$ cat src/rtl/elevador_pkg.sv
// Shared types and defaults for the elevator car controller.
package elevador_pkg;

    localparam int unsigned NUM_FLOORS_DEF   = 4;
    localparam int unsigned TRAVEL_TICKS_DEF = 8;
    localparam int unsigned DOOR_TIMEOUT_DEF = 32;

    typedef enum logic [2:0] {
        StIdle,
        StMove,
        StArrive,
        StDoorReq,
        StDoorWait
    } state_e;

    function automatic int unsigned FLOOR_W(input int unsigned n);
        return (n > 1) ? $clog2(n) : 1;
    endfunction

endpackage

$ cat src/rtl/elevador_sched.sv
// Combinational call scan: pending calls above, below and at the current floor.
module elevador_sched
    import elevador_pkg::*;
#(
    parameter int unsigned NUM_FLOORS = NUM_FLOORS_DEF
) (
    input  logic [NUM_FLOORS-1:0]          pending_i,
    input  logic [FLOOR_W(NUM_FLOORS)-1:0] floor_i,
    output logic                           any_above_o,
    output logic                           any_below_o,
    output logic                           here_o
);

    always_comb begin
        any_above_o = 1'b0;
        any_below_o = 1'b0;
        here_o      = 1'b0;
        for (int i = 0; i < int'(NUM_FLOORS); i++) begin
            if (i > int'(floor_i)) any_above_o = any_above_o | pending_i[i];
            if (i < int'(floor_i)) any_below_o = any_below_o | pending_i[i];
            if (i == int'(floor_i)) here_o = pending_i[i];
        end
    end

endmodule

$ cat src/rtl/elevador_control.sv
// Elevator car controller: call latch, SCAN travel and door handshake.
// Define CALL_SYNC_EN to pass call_btn through a 2-flop synchronizer.
module elevador_control
    import elevador_pkg::*;
#(
    parameter int unsigned NUM_FLOORS   = NUM_FLOORS_DEF,
    parameter int unsigned TRAVEL_TICKS = TRAVEL_TICKS_DEF,
    parameter int unsigned DOOR_TIMEOUT = DOOR_TIMEOUT_DEF
) (
    input  logic                           clklento,
    input  logic                           rst,
    input  logic [NUM_FLOORS-1:0]          call_btn,
    input  logic                           person_in,
    output logic                           door_req,
    output logic [FLOOR_W(NUM_FLOORS)-1:0] floor,
    output logic                           moving,
    output logic                           dir_up,
    output logic                           door_busy,
    output logic [NUM_FLOORS-1:0]          pending,
    output logic                           fault
);

    localparam int unsigned FW = FLOOR_W(NUM_FLOORS);
    localparam int unsigned TW = (TRAVEL_TICKS > 1) ? $clog2(TRAVEL_TICKS) : 1;
    localparam int unsigned DW = (DOOR_TIMEOUT > 1) ? $clog2(DOOR_TIMEOUT) : 1;
    localparam logic [TW-1:0] TravelLast = TW'(TRAVEL_TICKS - 1);
    localparam logic [DW-1:0] DoorLast   = DW'(DOOR_TIMEOUT - 1);
    localparam logic [NUM_FLOORS-1:0] FloorOne = NUM_FLOORS'(1);

    logic [NUM_FLOORS-1:0] calls;

`ifdef CALL_SYNC_EN
    logic [NUM_FLOORS-1:0] sync1_q, sync2_q;

    always_ff @(posedge clklento or posedge rst) begin
        if (rst) begin
            sync1_q <= '0;
            sync2_q <= '0;
        end else begin
            sync1_q <= call_btn;
            sync2_q <= sync1_q;
        end
    end

    assign calls = sync2_q;
`else
    assign calls = call_btn;
`endif

    state_e                state_q, state_d;
    logic [FW-1:0]         floor_q, floor_d;
    logic                  dir_q, dir_d;
    logic [NUM_FLOORS-1:0] pending_q, pending_d;
    logic [TW-1:0]         travel_q, travel_d;
    logic [DW-1:0]         timer_q, timer_d;
    logic                  fault_q, fault_d;
    logic                  pin_q;
    logic                  door_req_q, moving_q, busy_q;

    logic any_above, any_below, here;
    logic completion;
    logic [NUM_FLOORS-1:0] floor_mask;

    elevador_sched #(
        .NUM_FLOORS(NUM_FLOORS)
    ) u_sched (
        .pending_i  (pending_q),
        .floor_i    (floor_q),
        .any_above_o(any_above),
        .any_below_o(any_below),
        .here_o     (here)
    );

    assign floor_mask = FloorOne << floor_q;
    assign completion = person_in & ~pin_q;

    always_comb begin
        state_d  = state_q;
        floor_d  = floor_q;
        dir_d    = dir_q;
        travel_d = travel_q;
        timer_d  = timer_q;
        fault_d  = fault_q;

        // A call for this floor while the door cycles is already being served; clear beats set.
        pending_d = pending_q | calls;
        if (state_q == StDoorReq || state_q == StDoorWait) pending_d = pending_d & ~floor_mask;

        case (state_q)
            StIdle: begin
                if (here) begin
                    state_d = StDoorReq;
                end else if (any_above) begin
                    dir_d   = 1'b1;
                    state_d = StMove;
                end else if (any_below) begin
                    dir_d   = 1'b0;
                    state_d = StMove;
                end
            end
            StMove: begin
                if (travel_q == TravelLast) begin
                    travel_d = '0;
                    floor_d  = dir_q ? floor_q + FW'(1) : floor_q - FW'(1);
                    state_d  = StArrive;
                end else begin
                    travel_d = travel_q + TW'(1);
                end
            end
            StArrive: begin
                if (here) begin
                    state_d = StDoorReq;
                end else if (dir_q ? any_above : any_below) begin
                    state_d = StMove;
                end else if (dir_q ? any_below : any_above) begin
                    dir_d   = ~dir_q;
                    state_d = StMove;
                end else begin
                    state_d = StIdle;
                end
            end
            StDoorReq: begin
                timer_d = '0;
                state_d = StDoorWait;
            end
            StDoorWait: begin
                if (completion) begin
                    state_d = StIdle;
                end else if (timer_q == DoorLast) begin
                    fault_d = 1'b1;
                    state_d = StIdle;
                end else begin
                    timer_d = timer_q + DW'(1);
                end
            end
            default: state_d = StIdle;
        endcase
    end

    always_ff @(posedge clklento or posedge rst) begin
        if (rst) begin
            state_q    <= StIdle;
            floor_q    <= '0;
            dir_q      <= 1'b1;
            pending_q  <= '0;
            travel_q   <= '0;
            timer_q    <= '0;
            fault_q    <= 1'b0;
            pin_q      <= 1'b0;
            door_req_q <= 1'b0;
            moving_q   <= 1'b0;
            busy_q     <= 1'b0;
        end else begin
            state_q    <= state_d;
            floor_q    <= floor_d;
            dir_q      <= dir_d;
            pending_q  <= pending_d;
            travel_q   <= travel_d;
            timer_q    <= timer_d;
            fault_q    <= fault_d;
            pin_q      <= person_in;
            door_req_q <= (state_d == StDoorReq);
            moving_q   <= (state_d == StMove);
            busy_q     <= (state_d == StDoorReq) || (state_d == StDoorWait);
        end
    end

    assign door_req  = door_req_q;
    assign floor     = floor_q;
    assign moving    = moving_q;
    assign dir_up    = dir_q;
    assign door_busy = busy_q;
    assign pending   = pending_q;
    assign fault     = fault_q;

endmodule

$ cat config.mk
export PLATFORM = sky130hd
export DESIGN_NAME = elevador_control
export DESIGN_NICKNAME = d
export VERILOG_FILES = /design/src/rtl/elevador_pkg.sv /design/src/rtl/elevador_sched.sv /design/src/rtl/elevador_control.sv
export SDC_FILE = /design/constraint.sdc
export NUM_CORES = 1
export LEC_CHECK = 0
export ABC_AREA = 1
export CORE_MARGIN = 2
export CORE_UTILIZATION = 56
export CTS_BUF_LIST = sky130_fd_sc_hd__clkbuf_2 sky130_fd_sc_hd__clkbuf_4 sky130_fd_sc_hd__clkbuf_8
export DETAILED_ROUTE_END_ITERATION = 8
export GPL_TIMING_DRIVEN = 0
export PLACE_DENSITY = 0.89
export SETUP_SLACK_MARGIN = 0.15
export SYNTH_ARGS = -nofsm -noshare
export SYNTH_HDL_FRONTEND = slang
export SYNTH_SLANG_ARGS = --single-unit
$ cat constraint.sdc
create_clock -name clklento -period 1.9 [get_ports clklento]
set_input_delay 0.38 -clock clklento [delete_from_list [all_inputs] [get_ports clklento]]
set_output_delay 0.38 -clock clklento [all_outputs]
set_load 0.005 [all_outputs]
==> results.cfg <==
[final_layout]
num-fill-cells = 172
diodes = 0
multiInputGateArea_um2 = 613
syn2layout_area_growth_pct = 21.5
drive_gt1_frac = 0.182
final-seq-area_um2 = 579
final_cell_area_um2 = 1540
num-nets-final = 193

[setup_path]
start_kind = register
path_class = reg2out
cp_max_fo = 5
max_stage_delay_ns = 0.53
path_delay_family = buffers and inverters
crit_arrival_ns = 1.28
r2r_slack_ns = 0.26
rr_worst_depth = 10
critPathBufInv = 1
endpoint = pending[1]
crit_path_top_delay_cell = clkdlybuf4s50_1
r2r_end = moving
required_ns = 1.52
worstPathCellList = clkdlybuf4s50_1
worst_setup_path_end_kind = output port
rr_startpoint = floor[1]
cp.depth = 1
startpoint = pending[1]

[yosys]
synthTopCellsByArea = dfrtp_1 43%, nand2_1 12%, ha_1 8.9%
synth_nets = 169
synthDistinctLibCells = 24
seq_area_frac_synth = 0.454
synth-async-reset-ratio = 1.00
synth_edf_count = 0
yosysTopAreaCell = dfrtp_1
synthDominantCellAreaShare = 0.433
netlist_area_um2 = 1270
synth_seq_cells = 23
post-synth-top-count-cell = nand2_1
synth_flop_cell = dfrtp_1
syn_area_per_cell_um2 = 8.31
yosys_warnings = 0
synthTopCellsByCount = 39 x nand2_1, 22 x dfrtp_1, 21 x inv_1, 14 x nand3_1, 13 x nor2_1
syn_inst = 153

[sta]
slew_headroom = 0.403
tightest_slew_ns = 0.895
fin_crit_ns = 1.66
skew_ns = 0.00693
finalHoldViolCount = 0
period_share = 0.873
slew_viol_final = 0
tns_ns = 0
setup_violations = 0
grt_setup_unrepaired = false
max_freq_mhz = 603

[pwr]
p_leak_nw = 0.817
p_sw_mw = 1.02
ir_drop_mv = 0.795
switching_share = 0.448
internal_power_mw = 1.26
p_comb_frac = 0.555
p_clk_frac = 0.098
power_density_nw_per_um2 = 1470
p_seq_frac = 0.347

[global_route]
antenna_found_initial = 0
grt_pass1_wl_mm = 4.27
grt_util_all_layers = 0.211
grt_start_max_net_pins = 24
gr-total-overflow = 0
grt_pass1_vias = 1047

[route]
drc = 0
wl_per_cell_um = 12.4
ant_nets = 0
dr.pass1.iters = 4
vias = 1050
first_iter_violations = 17
vias_per_cell = 5.15
routed_wl_mm = 2.54

[clock_tree]
h-tree-depth = 1
ctsHoldBuffers = 0
cts_buffers = 3
clock_sink_count = 23
clockBufferDepth = 2
clock_latency_ns = 0.30
clk_pin_slew_worst_paths_ns = 0.13
root_buffer = clkbuf_4
cts_tree = yes

[floorplan]
die_area_um2 = 2670
core_um2 = 2170
die_y_um = 51.6
die-width_um = 51.6
row_count = 17
start_util = 0.586
ios = 18

[status]
status = complete, no violations

[place]
gp_congestion = 0.876
placed_area_um2 = 1480
io_buffers = 17
hpwl_mm = 1.90

[hold_path]
min_path_cells = 2
min_path_type = reg2reg

[run]
max_cap_violations = 0
placed cells by master (no fill, tap or decap), types with 2 or more instances in the layout:
cell | synthesis | routed
clkdlybuf4s50_1 | 0 | 16
a21oi_1 | 7 | 7
o21ai_1 | 4 | 4
nand3_1 | 14 | 14
nand2_1 | 39 | 38
ha_1 | 9 | 7
nor3_2 | 1 | 2
nor2_1 | 13 | 12
inv_2 | 6 | 7
dfrtp_2 | 0 | 2
clkbuf_4 | 0 | 3
nor2_4 | 1 | 2
buf_4 | 0 | 2
nand2_2 | 1 | 2
dfrtp_1 | 22 | 20
nand3_2 | 2 | 2
ha_2 | 0 | 2
nor3_1 | 3 | 2
inv_1 | 21 | 20
cell type report:
class                   count  share of cell area
clock inverters             1             0.00324
clock buffers               3              0.0146
repair buffers             19               0.122
inverters                  27              0.0656
multi-input cells         103               0.397
flip-flops and latches     23               0.375
well taps                  28              0.0227
kinds of logic after synthesis:
kind of cell / Yosys count / share of synthesized area
DFF: 23 / 0.454
adders and majority gates: 9 / 0.0886
and+or+nand+nor: 78 / 0.303
xor gates and xnor gates: 2 / 0.0138
AOI/OAI and AO/OA: 14 / 0.0610
buffers and inverters: 27 / 0.0797
metal layers:
| metal | global-route usage | up-vias | part of all wire |
|---|---|---|---|
| li1 | - | 524 | - |
| met2 | 0.412 | 32 | 0.55 |
| met3 | 0.0230 | 2 | 0.035 |
| met5 | 0 | - | 0 |
| met1 | 0.238 | 492 | 0.42 |
| met4 | 0.0570 | 0 | 0.0024 |
stage by stage:
stage | cells | hold slack [ns] | total power, mW | setup slack (ns) | util
after floorplan | 153 | 0.381 | 1.58 | 0.437 | -
after global placement | 198 | 0.456 | 1.88 | 0.270 | 0.681
after detailed placement | 198 | 0.473 | 1.97 | 0.159 | 0.681
after CTS | 203 | 0.504 | 2.20 | 0.162 | 0.697
after global routing | 204 | 0.516 | 2.48 | 0.105 | 0.712
final | 204 | 0.501 | 2.27 | 0.241 | 0.712
flip-flops by register name (all words and copies together), names as in the netlist:
signal     count
timer_q        5
pending        4
state_q        3
travel_q       3
floor          2
dir_up         1
door_busy      1
door_req       1
fault          1
moving         1
pin_q          1
power by group through the flow:
stage          Sequential [mW]  Clock, mW  Combinational, mW
5_1_grt                  0.810      0.253               1.42
6_report                 0.789      0.222               1.26
3_5_place_dp             0.803          0               1.16
2_1_floorplan            0.783          0              0.799
4_1_cts                  0.786      0.226               1.19
3_3_place_gp             0.790          0               1.09
worst min-delay path by stage:
stage / slack, ns / endpoint / start
floorplan: 0.38 / door_busy / rst
global placement: 0.46 / fault / fault
detailed placement: 0.47 / travel_q[2] / travel_q[2]
CTS: 0.50 / travel_q[2] / travel_q[2]
global route: 0.52 / pin_q / person_in
finish: 0.50 / travel_q[2] / travel_q[2]
what timing repair did:
action,in CTS,in global routing
setup endpoints to repair,2,5
resized for setup,1,9
buffers inserted,1,1
pin swaps,0,0
endpoints found under the hold margin,0,0
Power figures use the tool's default switching activity.
